[src/rtl/mem_arbiter.sv]
// rtl/mem_arbiter.sv - single-port RAM arbiter between CPU data port and write-only loader
module mem_arbiter (
   input  logic        clk,
   input  logic        rst,
   input  logic [2:0]  cpu_mem_op,
   input  logic [31:0] cpu_addr,
   input  logic [31:0] cpu_wdata,
   output logic [31:0] cpu_rdata,
   output logic        cpu_stall,
   input  logic        ld_req,
   input  logic [13:0] ld_addr,
   input  logic [31:0] ld_wdata,
   output logic        ld_ack,
   output logic [15:0] ld_count,
   output logic        ram_en,
   output logic        ram_we,
   output logic [13:0] ram_addr,
   output logic [31:0] ram_wdata,
   input  logic [31:0] ram_rdata
);

   // Shared MEM op codes; any other value behaves as NOP.
   localparam logic [2:0] MEM_NOP_OP = 3'd0;
   localparam logic [2:0] MEM_LW_OP  = 3'd1;
   localparam logic [2:0] MEM_SW_OP  = 3'd2;

   localparam logic GRANT_CPU = 1'b0;
   localparam logic GRANT_LD  = 1'b1;

   typedef enum logic {
      IDLE    = 1'b0,
      RD_WAIT = 1'b1
   } state_t;

   state_t      state;
   state_t      state_next;
   logic        last_grant;
   logic [15:0] count_q;

   logic        cpu_is_lw;
   logic        cpu_is_sw;
   logic        cpu_pend;
   logic        ld_pend;
   logic        grant_cpu;
   logic        grant_ld;
   logic        unused_addr_bits;

   // Only the word-select bits of the CPU byte address reach the RAM.
   assign unused_addr_bits = &{1'b0, cpu_addr[31:16], cpu_addr[1:0]};

   assign cpu_is_lw = (cpu_mem_op == MEM_LW_OP);
   assign cpu_is_sw = (cpu_mem_op == MEM_SW_OP);

   // Requests are only considered in IDLE; RD_WAIT owns the cycle for load return.
   assign cpu_pend  = !rst && (state == IDLE) && (cpu_is_lw || cpu_is_sw);
   assign ld_pend   = !rst && (state == IDLE) && ld_req;

   // On a tie the requester that lost last time wins.
   assign grant_cpu = cpu_pend && (!ld_pend || (last_grant == GRANT_LD));
   assign grant_ld  = ld_pend && (!cpu_pend || (last_grant == GRANT_CPU));

   // The counter register is still X before the first reset edge, so hide it during reset.
   assign ld_count  = rst ? 16'h0000 : count_q;

   // State register.
   always_ff @(posedge clk) begin
      if (rst) begin
         state <= IDLE;
      end else begin
         state <= state_next;
      end
   end

   // Next-state logic: a granted load spends exactly one cycle waiting for RAM data.
   always_comb begin
      state_next = state;
      case (state)
         IDLE:    if (grant_cpu && cpu_is_lw) state_next = RD_WAIT;
         RD_WAIT: state_next = IDLE;
         default: state_next = IDLE;
      endcase
   end

   // Output logic: drive the RAM for the granted requester and stall an ungranted CPU.
   always_comb begin
      cpu_rdata = 32'h0;
      cpu_stall = 1'b0;
      ld_ack    = 1'b0;
      ram_en    = 1'b0;
      ram_we    = 1'b0;
      ram_addr  = 14'h0;
      ram_wdata = 32'h0;
      if (!rst) begin
         if (state == RD_WAIT) begin
            cpu_rdata = ram_rdata;
         end else begin
            if (grant_cpu) begin
               ram_en   = 1'b1;
               ram_addr = cpu_addr[15:2];
               if (cpu_is_sw) begin
                  ram_we    = 1'b1;
                  ram_wdata = cpu_wdata;
               end else begin
                  cpu_stall = 1'b1;
               end
            end
            if (grant_ld) begin
               ram_en    = 1'b1;
               ram_we    = 1'b1;
               ram_addr  = ld_addr;
               ram_wdata = ld_wdata;
               ld_ack    = 1'b1;
            end
            if (cpu_pend && !grant_cpu) begin
               cpu_stall = 1'b1;
            end
         end
      end
   end

   // Remember who was granted so the next tie goes the other way.
   always_ff @(posedge clk) begin
      if (rst) begin
         last_grant <= GRANT_CPU;
      end else if (grant_ld) begin
         last_grant <= GRANT_LD;
      end else if (grant_cpu) begin
         last_grant <= GRANT_CPU;
      end
   end

   // Count accepted loader writes, saturating at all-ones.
   always_ff @(posedge clk) begin
      if (rst) begin
         count_q <= 16'h0000;
      end else if (grant_ld && (count_q != 16'hFFFF)) begin
         count_q <= count_q + 16'd1;
      end
   end

endmodule

[config.mk]
export PLATFORM = sky130hd
export DESIGN_NAME = mem_arbiter
export DESIGN_NICKNAME = d
export VERILOG_FILES = /design/src/rtl/mem_arbiter.sv
export SDC_FILE = /design/constraint.sdc
export NUM_CORES = 1
export LEC_CHECK = 0
export CAP_MARGIN = 20
export CORE_AREA = 2 2 95 97
export CTS_CLUSTER_DIAMETER = 200
export DETAILED_ROUTE_END_ITERATION = 10
export DIE_AREA = 0 0 97 99
export PLACE_DENSITY = 0.71
export SLEW_MARGIN = 10
export SYNTH_ARGS = -nofsm -noshare
export SYNTH_HDL_FRONTEND = slang
export SYNTH_SLANG_ARGS = --single-unit
export TNS_END_PERCENT = 10
[constraint.sdc]
create_clock -name clk -period 7.9 [get_ports clk]
set_clock_uncertainty 0.2 [all_clocks]
set_input_delay 2.37 -clock clk [delete_from_list [all_inputs] [get_ports clk]]
set_output_delay 2.37 -clock clk [all_outputs]
set_load 0.01 [all_outputs]
Word-level counts from Yosys, hierarchy flattened
Cells that the tools add are included.

Word-level logic and storage cells: 58. Bits in registers: 18. Input bits: 148. Output and inout port bits: 98.

Bitwise logic cells: 2. Add/sub/neg operators: 1. Mux-type cells: 33. Reductions and logical operators: 16. Equal/unequal tests: 3.

Operators by type and width (count): two-way mux 32 bit (7); two-way mux 14 bit (4); two-way mux 1 bit (20); adder 16 x 1 -> 16 bit, second input constant (1); two-way mux 16 bit (1); inequality test 16 bit, second input constant (1); logical AND 1 bit (8); zero test 1 bit (4); == test 3 x 1 -> 1 bit, second input constant (1); == test 3 x 2 -> 1 bit, second input constant (1); logical OR 1 bit (3); inverter 1 bit (2); case mux 1 bit (2 select lines) (1); nonzero test 2 bit (1).

Depth between registers and ports, before layout
Word-level depth: 11. Gate-level depth with buffers: 6.

Least setup slack after synthesis
No wires, ideal clock.

Path type: input port to output port. Start: input port rst. End: output port ram_wdata[10]. Data required time: 5330 ps. Stages: 4. Path slack: 1734 ps. Arrival time: 3596 ps. Cell sequence: or3_1 nor4b_4 buf_2 a22o_1.

Cells in the longest elaborated chain, start to end: 10. Elaborated cells on any way between the ends: 14. Those cells by class: 4 x mux; 10 x reduce/logical.

Ends and longest elaborated chain: from (decl) (RTL line 4) `input logic rst,`; zero test 1 bit; logical AND 1 bit (RTL line 55, 56); logical AND 1 bit (RTL line 56) `assign ld_pend = !rst && (state == IDLE) && ld_req;`; zero test 1 bit (RTL line 59) `assign grant_cpu = cpu_pend && (!ld_pend || (last_grant == GRANT_LD));`; logical OR 1 bit (RTL line 59); logical AND 1 bit (RTL line 59); two-way mux 32 bit (RTL line 97) `if (grant_cpu) begin`; two-way mux 32 bit (RTL line 107) `if (grant_ld) begin`; two-way mux 32 bit (RTL line 94) `if (state == RD_WAIT) begin`; two-way mux 32 bit * (RTL line 93) `if (!rst) begin`; to (decl) (RTL line 18) `output logic [31:0] ram_wdata,`.

Every way passes the cells marked *; elsewhere a longest branch is shown, timed or not.

Worst setup path after layout
Start: input port cpu_mem_op[0]. End: output port ram_wdata[0].

Cells in the longest elaborated chain, start to end: 9. Elaborated cells on any way between the ends: 13. Those cells by class: 2 x eq/ne; 5 x mux; 6 x reduce/logical.

Ends and longest elaborated chain: from (decl) (RTL line 5) `input logic [2:0] cpu_mem_op,`; == test 3 x 1 -> 1 bit / == test 3 x 2 -> 1 bit (equally long branches) (RTL line 51, 52); logical OR 1 bit (RTL line 55) `assign cpu_pend = !rst && (state == IDLE) && (cpu_is_lw || cpu_is_sw);`; logical AND 1 bit (RTL line 55); zero test 1 bit (RTL line 60) `assign grant_ld = ld_pend && (!cpu_pend || (last_grant == GRANT_CPU));`; logical OR 1 bit (RTL line 60); logical AND 1 bit (RTL line 60); two-way mux 32 bit * (RTL line 107); two-way mux 32 bit * (RTL line 94); two-way mux 32 bit * (RTL line 93).

Marks and branches as above.

==> run metrics <==
DP Worst Slack 440 ps; NumNets Final 591; post-CTS setup buffers 0; TritonCTS Buffers 3; Post-Syn Area per Cell 8.13 µm²; HPWL after DPL 7130 µm; Layout area overhead 136%; # hold bufs at CTS 0; global-route wire length before repair 13300 µm; switch share 24.8%; ys async rst share 0%; status finished, final reports clean; number of global-route vias before repair 2649; Worst-Margin Slew 690 ps; largest area contributor in the netlist a22o_1; pin count of the biggest net entering global routing 39; largest family of logic cells by synthesized area simple AND/OR/NAND/NOR gates; Chip Width 97 µm; num rows 34; synthesized-area fraction occupied by and/or/nand/nor cells 38.8%; core area 8550 µm²; Synth top area share 22.4%; GRT Util Overall 16.9%; Final TNS setup 0 ps; Post-Synth XOR/XNOR Area 0.487%; multiplexer share of the synthesized area 8.15%; CTS Sinks 18; routed vias 2569; WHS 341 ps; clock latency on the worst-skew pair 250 ps; worst-path maximum fanout 38; max-cap violation count 0; Hold Path Class reg -> reg; Worst Setup Path Type in -> out; layout cells sized above 1 3.63%; root buf cell clkbuf_8; DIE HEIGHT 99 µm; Worst VDD drop 0.0507 mV; Worst setup EP type output port; Detailed Route WL 8470 µm; part of the power in registers 29.7%; Leakage 1.55 nW; Synth area leaders a22o_1 22%, dfxtp_1 20%, and2_1 11%; commonest non-fill, non-tap cell in the layout clkdlybuf4s50_1; Pint 236 µW; post-synthesis net count 370; final setup fails 0; IO Port Bufs 227; routability cong. 0.837; Clock H-tree levels 1; CTS tree built; Top FF cell, synth dfxtp_1; Antenna Cells 0; Adder-Cell Fraction of Synth Area 0.696%; Clock transition at path regs 70 ps; routed vias/inst 4.68; unrepaired setup endpoints after global routing false; Rel. slew slack 53.8%; gr ovfl total 0; Boundary Pins 246; post_cts resized 0; Final Max Tran Viols 0; min Tclk post-route 7470 ps; number of flops mapped to enable cells by yosys 0; Critical Path RT 5330 ps; Setup crit start kind primary input; full die area 9600 µm²; Compound-Gate Fraction of Synth Area 26.6%; wire per inst 15.4 µm; starting density of the core 21.0%; Post-Synthesis Cell Area 1800 µm²; Fin. Hold Viols 0; Seq cells post-synth 18; total power 313 µW; Switch Pwr 77.7 µW; Worst Slack Setup Final 427 ps; final period utilization 94.6%; most frequent cells in the layout 227 x clkdlybuf4s50_1, 46 x a22o_1, 33 x and2_1; cell count after synthesis 221; drt pass-1 iters 4; Power per Cell Area 74.0 nW/µm²; Syn. warnings 0; drc violations 0; initial antenna violation count 0; f_max 0.134 GHz; CP arrival 4900 ps; Yosys cell types 35; Clock power frac 23.8%; Bufs on Longest Clock Path 2; Comb pwr share 46.4%; DRT iter0 DRCs 73; post-synthesis sequential area ratio 20.1%; number of routed nets with antenna violations 0
-- Yosys cell counts (all sizes together) (4+ instances only) --
master  count
a22o       46
nor2       14
o21ai       4
nor2b      15
mux2       13
nor3        9
nor4        7
clkbuf      8
inv         4
a21oi       4
nand4       6
and2       33
nand3       7
buf         8
dfxtp      18
nand2       5
-- power groups by stage --
| stage | Combinational (mW) | Clock, mW | Sequential (mW) |
|---|---|---|---|
| floorplan | 0.0426 | 0 | 0.0949 |
| global placement | 0.145 | 0 | 0.0953 |
| detailed placement | 0.146 | 0 | 0.0953 |
| CTS | 0.147 | 0.0775 | 0.0932 |
| global route | 0.156 | 0.0843 | 0.0935 |
| finish | 0.145 | 0.0747 | 0.0932 |
-- worst max-delay path: stages --
cell and delay, ps:
clkdlybuf4s50_1 500, xnor2_1 470, o21bai_4 260, inv_2 290, buf_12 240, a22o_1 200, clkdlybuf4s50_1 550
-- state kept, by name, indices dropped and copies added, names as in the netlist --
register	flops
count_q	16
last_grant	1
state	1
-- per-layer routing --
layer	global-route usage [%]	vias up	wire length [µm]
met2	30.3	144	4270
met5	0	-	0
li1	-	1271	-
met3	5.53	11	765
met4	4.01	0	111
met1	19.4	1143	3330
-- stage by stage --
step	util [%]	cell area [µm²]	std cells
2_1_floorplan	-	1800	221
3_3_place_gp	48.7	4170	544
3_5_place_dp	48.9	4180	545
4_1_cts	49.5	4230	549
5_1_grt	49.5	4230	549
6_report	49.5	4230	549
-- cells by family (layout without fill, tap and decap cells) --
group / after synthesis / count (layout)
AND/OR/NAND/NOR: 111 / 111
AO/OA/AOI/OAI: 57 / 57
flip-flops: 18 / 18
adder cells (fa/ha/maj): 1 / 1
multiplexers: 13 / 13
buffers and inverters: 20 / 240
XOR/XNOR: 1 / 1
-- final timing paths --
kind                       from           end  slack, ps  cells after the start
setup reg to reg     count_q[0]   count_q[14]       5670                      5
hold reg to reg      count_q[5]    count_q[5]        340                      2
setup / recovery  cpu_mem_op[0]  ram_wdata[0]        430                      7
hold / removal       count_q[5]    count_q[5]        340                      2
-- final cells by class --
class | instances | area (µm²)
Timing Repair Buffer | 232 | 2330
Multi-Input combinational cell | 183 | 1340
Tap cell | 108 | 135
Fill cell | 793 | 4320
Clock buffer | 4 | 55.1
Inverter | 4 | 15.0
Sequential cell | 18 | 360
No activity file was read; power rests on OpenSTA's default activity.
